==> src/rtl/cache_fill_ctrl_if.sv <==
// Refill-controller bus: cache hit/miss logic and memory model on one side,
// the refill controller on the other.
interface cache_fill_ctrl_if #(
  parameter int ADDR_W = 16
);
  logic              miss_detected;
  logic [ADDR_W-1:0] miss_address;
  logic              memory_data_valid;
  logic              fsm_busy;
  logic              mem_enable;
  logic [ADDR_W-1:0] memory_address;
  logic [ADDR_W-1:0] fill_address;
  logic              write_data_array;
  logic              write_tag_array;

  // cache/memory side
  modport master (
    output miss_detected, miss_address, memory_data_valid,
    input  fsm_busy, mem_enable, memory_address, fill_address,
           write_data_array, write_tag_array
  );

  // refill controller side
  modport slave (
    input  miss_detected, miss_address, memory_data_valid,
    output fsm_busy, mem_enable, memory_address, fill_address,
           write_data_array, write_tag_array
  );
endinterface

==> src/rtl/cache_fill_ctrl.sv <==
// I-cache miss refill controller: latches the block-aligned miss address,
// streams BLOCK_WORDS pipelined word reads to memory, steers each returned
// word into the data array and validates the tag with the final word.
// BLOCK_WORDS must be a power of 2 and at least 2.
module cache_fill_ctrl #(
  parameter int ADDR_W      = 16,
  parameter int BLOCK_WORDS = 8,
  parameter int WORD_BYTES  = 2
) (
  input  logic             clk,
  input  logic             rst_n,
  cache_fill_ctrl_if.slave bus
);
  localparam int CW  = $clog2(BLOCK_WORDS);
  localparam int OFS = $clog2(BLOCK_WORDS * WORD_BYTES);
  localparam logic [CW:0]   BW_C   = (CW+1)'(BLOCK_WORDS);
  localparam logic [CW-1:0] LAST_C = CW'(BLOCK_WORDS - 1);

  typedef enum logic {IDLE, FILL} state_e;

  state_e            state_q, state_d;
  logic [ADDR_W-1:0] base_q, base_d;
  logic [CW:0]       issue_q, issue_d;   // one extra bit so "all issued" is representable
  logic [CW-1:0]     recv_q, recv_d;

  logic              busy, en, wr_data, wr_tag;
  logic [ADDR_W-1:0] mem_addr, fill_addr;
  logic [CW-1:0]     req_idx;
  logic [OFS-1:0]    req_ofs, fill_ofs;

  // Once every request is out, keep presenting the last request address.
  assign req_idx  = (issue_q < BW_C) ? issue_q[CW-1:0] : LAST_C;
  // base is block aligned, so word addresses only ever touch the offset bits
  assign req_ofs  = OFS'(req_idx * WORD_BYTES);
  assign fill_ofs = OFS'(recv_q * WORD_BYTES);

  // State, base and counters; reset abandons any partial fill untagged.
  always_ff @(posedge clk or negedge rst_n) begin
    if (!rst_n) begin
      state_q <= IDLE;
      base_q  <= '0;
      issue_q <= '0;
      recv_q  <= '0;
    end else begin
      state_q <= state_d;
      base_q  <= base_d;
      issue_q <= issue_d;
      recv_q  <= recv_d;
    end
  end

  // Next state and strobes: issue one read per cycle, accept only responses
  // that match an outstanding request, finish on the last accepted word.
  always_comb begin
    state_d   = state_q;
    base_d    = base_q;
    issue_d   = issue_q;
    recv_d    = recv_q;
    busy      = 1'b0;
    en        = 1'b0;
    wr_data   = 1'b0;
    wr_tag    = 1'b0;
    mem_addr  = '0;
    fill_addr = '0;
    unique case (state_q)
      IDLE: begin
        if (bus.miss_detected) begin
          base_d  = {bus.miss_address[ADDR_W-1:OFS], {OFS{1'b0}}};
          issue_d = '0;
          recv_d  = '0;
          state_d = FILL;
        end
      end
      FILL: begin
        busy      = 1'b1;
        en        = (issue_q < BW_C);
        mem_addr  = {base_q[ADDR_W-1:OFS], req_ofs};
        fill_addr = {base_q[ADDR_W-1:OFS], fill_ofs};
        if (en) issue_d = issue_q + 1'b1;
        if (bus.memory_data_valid && ({1'b0, recv_q} < issue_q)) begin
          wr_data = 1'b1;
          recv_d  = recv_q + 1'b1;
          if (recv_q == LAST_C) begin
            wr_tag  = 1'b1;
            state_d = IDLE;
          end
        end
      end
      default: state_d = IDLE;
    endcase
  end

  assign bus.fsm_busy         = busy;
  assign bus.mem_enable       = en;
  assign bus.memory_address   = mem_addr;
  assign bus.fill_address     = fill_addr;
  assign bus.write_data_array = wr_data;
  assign bus.write_tag_array  = wr_tag;
endmodule

==> src/flat_wrapper.sv <==
// flat-port wrapper written by rule: the top's interface ports become plain ports
module cache_fill_ctrl_flat 
#(
  parameter int ADDR_W      = 16,
  parameter int BLOCK_WORDS = 8,
  parameter int WORD_BYTES  = 2
)
  (clk, rst_n, bus_miss_detected, bus_miss_address, bus_memory_data_valid, bus_fsm_busy, bus_mem_enable, bus_memory_address, bus_fill_address, bus_write_data_array, bus_write_tag_array);
  cache_fill_ctrl_if #(.ADDR_W(ADDR_W)) bus_i ();
  input  logic clk;
  input  logic rst_n;
  input wire logic [$bits(bus_i.miss_detected)-1:0] bus_miss_detected;
  input wire logic [$bits(bus_i.miss_address)-1:0] bus_miss_address;
  input wire logic [$bits(bus_i.memory_data_valid)-1:0] bus_memory_data_valid;
  output wire logic [$bits(bus_i.fsm_busy)-1:0] bus_fsm_busy;
  output wire logic [$bits(bus_i.mem_enable)-1:0] bus_mem_enable;
  output wire logic [$bits(bus_i.memory_address)-1:0] bus_memory_address;
  output wire logic [$bits(bus_i.fill_address)-1:0] bus_fill_address;
  output wire logic [$bits(bus_i.write_data_array)-1:0] bus_write_data_array;
  output wire logic [$bits(bus_i.write_tag_array)-1:0] bus_write_tag_array;
  assign bus_i.miss_detected = bus_miss_detected;
  assign bus_i.miss_address = bus_miss_address;
  assign bus_i.memory_data_valid = bus_memory_data_valid;
  assign bus_fsm_busy = bus_i.fsm_busy;
  assign bus_mem_enable = bus_i.mem_enable;
  assign bus_memory_address = bus_i.memory_address;
  assign bus_fill_address = bus_i.fill_address;
  assign bus_write_data_array = bus_i.write_data_array;
  assign bus_write_tag_array = bus_i.write_tag_array;
  cache_fill_ctrl #(.ADDR_W(ADDR_W), .BLOCK_WORDS(BLOCK_WORDS), .WORD_BYTES(WORD_BYTES)) u_core (.clk(clk), .rst_n(rst_n), .bus(bus_i));
endmodule
==> config.mk <==
export PLATFORM = sky130hd
export DESIGN_NAME = cache_fill_ctrl_flat
export DESIGN_NICKNAME = d
export VERILOG_FILES = /design/src/rtl/cache_fill_ctrl_if.sv /design/src/rtl/cache_fill_ctrl.sv /design/src/flat_wrapper.sv
export SDC_FILE = /design/constraint.sdc
export NUM_CORES = 1
export LEC_CHECK = 0
export CAP_MARGIN = 20
export CORE_MARGIN = 2
export CORE_UTILIZATION = 40
export CTS_CLUSTER_SIZE = 12
export DETAILED_ROUTE_END_ITERATION = 8
export PLACE_DENSITY_LB_ADDON = 0.12
export SLEW_MARGIN = 30
export SYNTH_ARGS = -nofsm -noshare
export SYNTH_HDL_FRONTEND = slang
export SYNTH_SLANG_ARGS = --single-unit
==> constraint.sdc <==
create_clock -name clk -period 1.91 [get_ports clk]
set_clock_uncertainty 0.1 [all_clocks]
set_input_delay 0.2865 -clock clk [delete_from_list [all_inputs] [get_ports clk]]
set_output_delay 0.2865 -clock clk [all_outputs]
set_load 0.005 [all_outputs]
==> impl_metrics.ini <==
[critical_path]
end_kind = output pin
startpoint_type = flop
reg2reg_from = u_core.issue_q[1]
slowest_delay_ns = 0.36
worstSetupPathType = flop to output pin
rrSetupSlack_ns = 0.10
arrival_ns = 1.61
crit_chain = inv_1, ha_1, a21o_1, a31oi_4, and2_4, buf_6
critPathLaunch = u_core.issue_q[1]
required_ns = 1.52
cp_max_fo = 2
cp_slowest_cell = dfrtp_1

[sta]
slew_violations = 0
post-route-period-util = 1.04
final.min_clock_period_ns = 1.99
fmax_mhz = 502
finalHoldViolations = 0
layout_setup_ws_ns = -0.0830
rsz0062_at_grt = true
setup_viol = 2

[route]
ant_nets = 0
vias = 933
drcViolationCount = 0
wire_per_inst_um = 13.7
viasPerCell = 4.81
drt_wl_total_um = 2650
drt-initial-drc-count = 11
drt-pass1-iter-count = 4

[global_routing]
grt_usage = 0.164
grt_max_degree = 21
grt_pass1_wl_um = 4210
overflow = 0
grt_use_met2 = 0.317
grt_pass1_vias = 939
use_met1 = 0.174
busiest_layer = met2
grtUsageMet3 = 0.0567
antenna_found_initial = 0

[placed_design]
dpl.hpwl_um = 1900
port_buffers = 49
place.gp.congestion = 0.806

[cts]
htreeDepth = 1
clock_sinks = 20
hold_buffers = 0
cts_root_buf = clkbuf_4
cts_buffers = 3
clk_pin_slew_ns = 0.11
cts_buffer_depth = 2
cts_tree = built
clk_latency_ns = 0.30

[floorplanning]
rows = 19
die_h_um = 57.5
die_w_um = 57.5
initial_utilization = 0.419
ios = 56
die_area_um2 = 3310
core-area_um2 = 2730

[synth]
ys_seq_elements = 20
synth_area_um2 = 1140
netlist_instances = 103
avgSynthCellArea_um2 = 11.1
netlist_top_cells_area = dfrtp_1, mux2_2, buf_4, and2_1, ha_1
seq_area_frac_synth = 0.437
yosysTopAreaCellShare = 0.437
synth_warnings = 0
yosys.area.top_type = dfrtp_1
synth_edf_count = 0
synth_cell_type_count = 26
synth-async-reset-ratio = 1.00
synthFlopType = dfrtp_1

[worst_hold_path]
hold_class = input port to async pin

[pwr]
powerDensity_nw_per_um2 = 1680
clkPwrFrac = 0.114
switching_share = 0.317
seqPwrFrac = 0.247
p_leak_nw = 0.894
finalPower_mw = 3.01
combPwrFrac = 0.640
p_int_mw = 2.05
peakVddDrop_uv = 1030
power_switching_mw = 0.953

[outcome]
status = finished with violations
failed_checks = negative setup slack

[cells_and_area]
n_antenna_cell = 0
area_growth_syn_to_layout_pct = 56.3
layout.nets = 189
layout-drive-gt1-share = 0.319
post-route-util = 0.654

[run]
max_cap_violations = 0
synth_stat cells, types with 2 or more instances:
library cell and n:
dfrtp_1 20, and2_1 14, buf_4 14, mux2_2 13
ha_1 5, inv_1 5, nor2_1 4, nor2b_1 3
o21a_1 3, a21oi_1 2, and2_2 2, buf_2 2
clkbuf_1 2, mux2_4 2
power by group through the flow:
stage	registers, mW	clock network, mW	logic [mW]
3_5_place_dp	0.746	0	2.05
4_1_cts	0.744	0.352	1.92
5_1_grt	0.766	0.373	2.08
6_report	0.742	0.341	1.92
2_1_floorplan	0.744	0	1.07
3_3_place_gp	0.734	0	2.01
final cells by class:
type                            instances  area (um2)
Inverter                                5        18.8
Clock inverter                          1        30.0
Fill cell                             223         945
Multi-Input combinational cell         61         513
Clock buffer                            3        22.5
Timing Repair Buffer                   73         664
Tap cell                               31        38.8
Sequential cell                        20         502
flip-flops by register name, summed over array words and instances, names as in the netlist:
signal and cells:
u_core.recv_q 3, u_core.base_q 12, u_core.issue_q 4, u_core.state_q 1
layout by cell type (no fill, tap or decap), drive strengths merged, types with 4 or more instances in the layout:
cell type	Yosys	layout
ha	5	5
and2	16	16
inv	5	5
dlygate4sd2	0	27
buf	16	26
clkdlybuf4s50	0	16
mux2	15	15
nor2	5	5
dfrtp	20	20
dlymetal6s2s	0	4
metal layers:
| layer | routed length [um] | share of wire |
|---|---|---|
| met5 | 0 | 0 |
| met4 | 10 | 0.0038 |
| met3 | 168 | 0.063 |
| met2 | 1440 | 0.54 |
| met1 | 1030 | 0.39 |
final timing paths:
kind	to	depth (start not counted)
worst max-delay path	bus_write_tag_array	6
worst min-delay path	u_core.base_q[4]	2
worst max register to register	u_core.recv_q[1]	7
worst min register to register	u_core.base_q[5]	1
max in group asynchronous	u_core.state_q	2
min in group clk	u_core.base_q[5]	1
per-stage QoR:
stage	setup WS [ns]	hold WS, ns	cells	cell area, um2	setup TNS (ns)
detailed placement	-0.173	0.388	182	1680	-0.324
finish	-0.0830	0.214	194	1790	-0.119
global placement	-0.147	0.381	182	1680	-0.274
global route	-0.145	0.226	194	1790	-0.245
floorplan	0.206	-0.109	104	1150	0
CTS	-0.0886	0.217	191	1760	-0.186
cell families (layout without fill, tap and decap cells):
kind of cell | count (synthesis) | in the layout | synth area share
simple gates | 26 | 26 | 0.133
compound gates | 11 | 11 | 0.0776
flops | 20 | 20 | 0.437
mux | 16 | 16 | 0.163
buf+inv | 23 | 82 | 0.124
other cells | 1 | 2 | 0.00328
xor+xnor | 1 | 1 | 0.00765
fa+ha+maj | 5 | 5 | 0.0546
worst max-delay path, delay by kind of cell, from the launching register on:
kind,cells,cell delay (ns)
and+or+nand+nor,1,0.17
DFF,1,0.36
buffers and inverters,2,0.13
adders and majority gates,1,0.28
AOI/OAI and AO/OA,2,0.37
repair_timing:
item / 4_1_cts / 5_1_grt
gates cloned: 1 / 0
setup endpoints to repair: 17 / 8
gates resized for setup: 45 / 5
pin swaps: 4 / 0
buffers inserted: 4 / 3
Note: power is estimated with default switching activity, not from simulation.
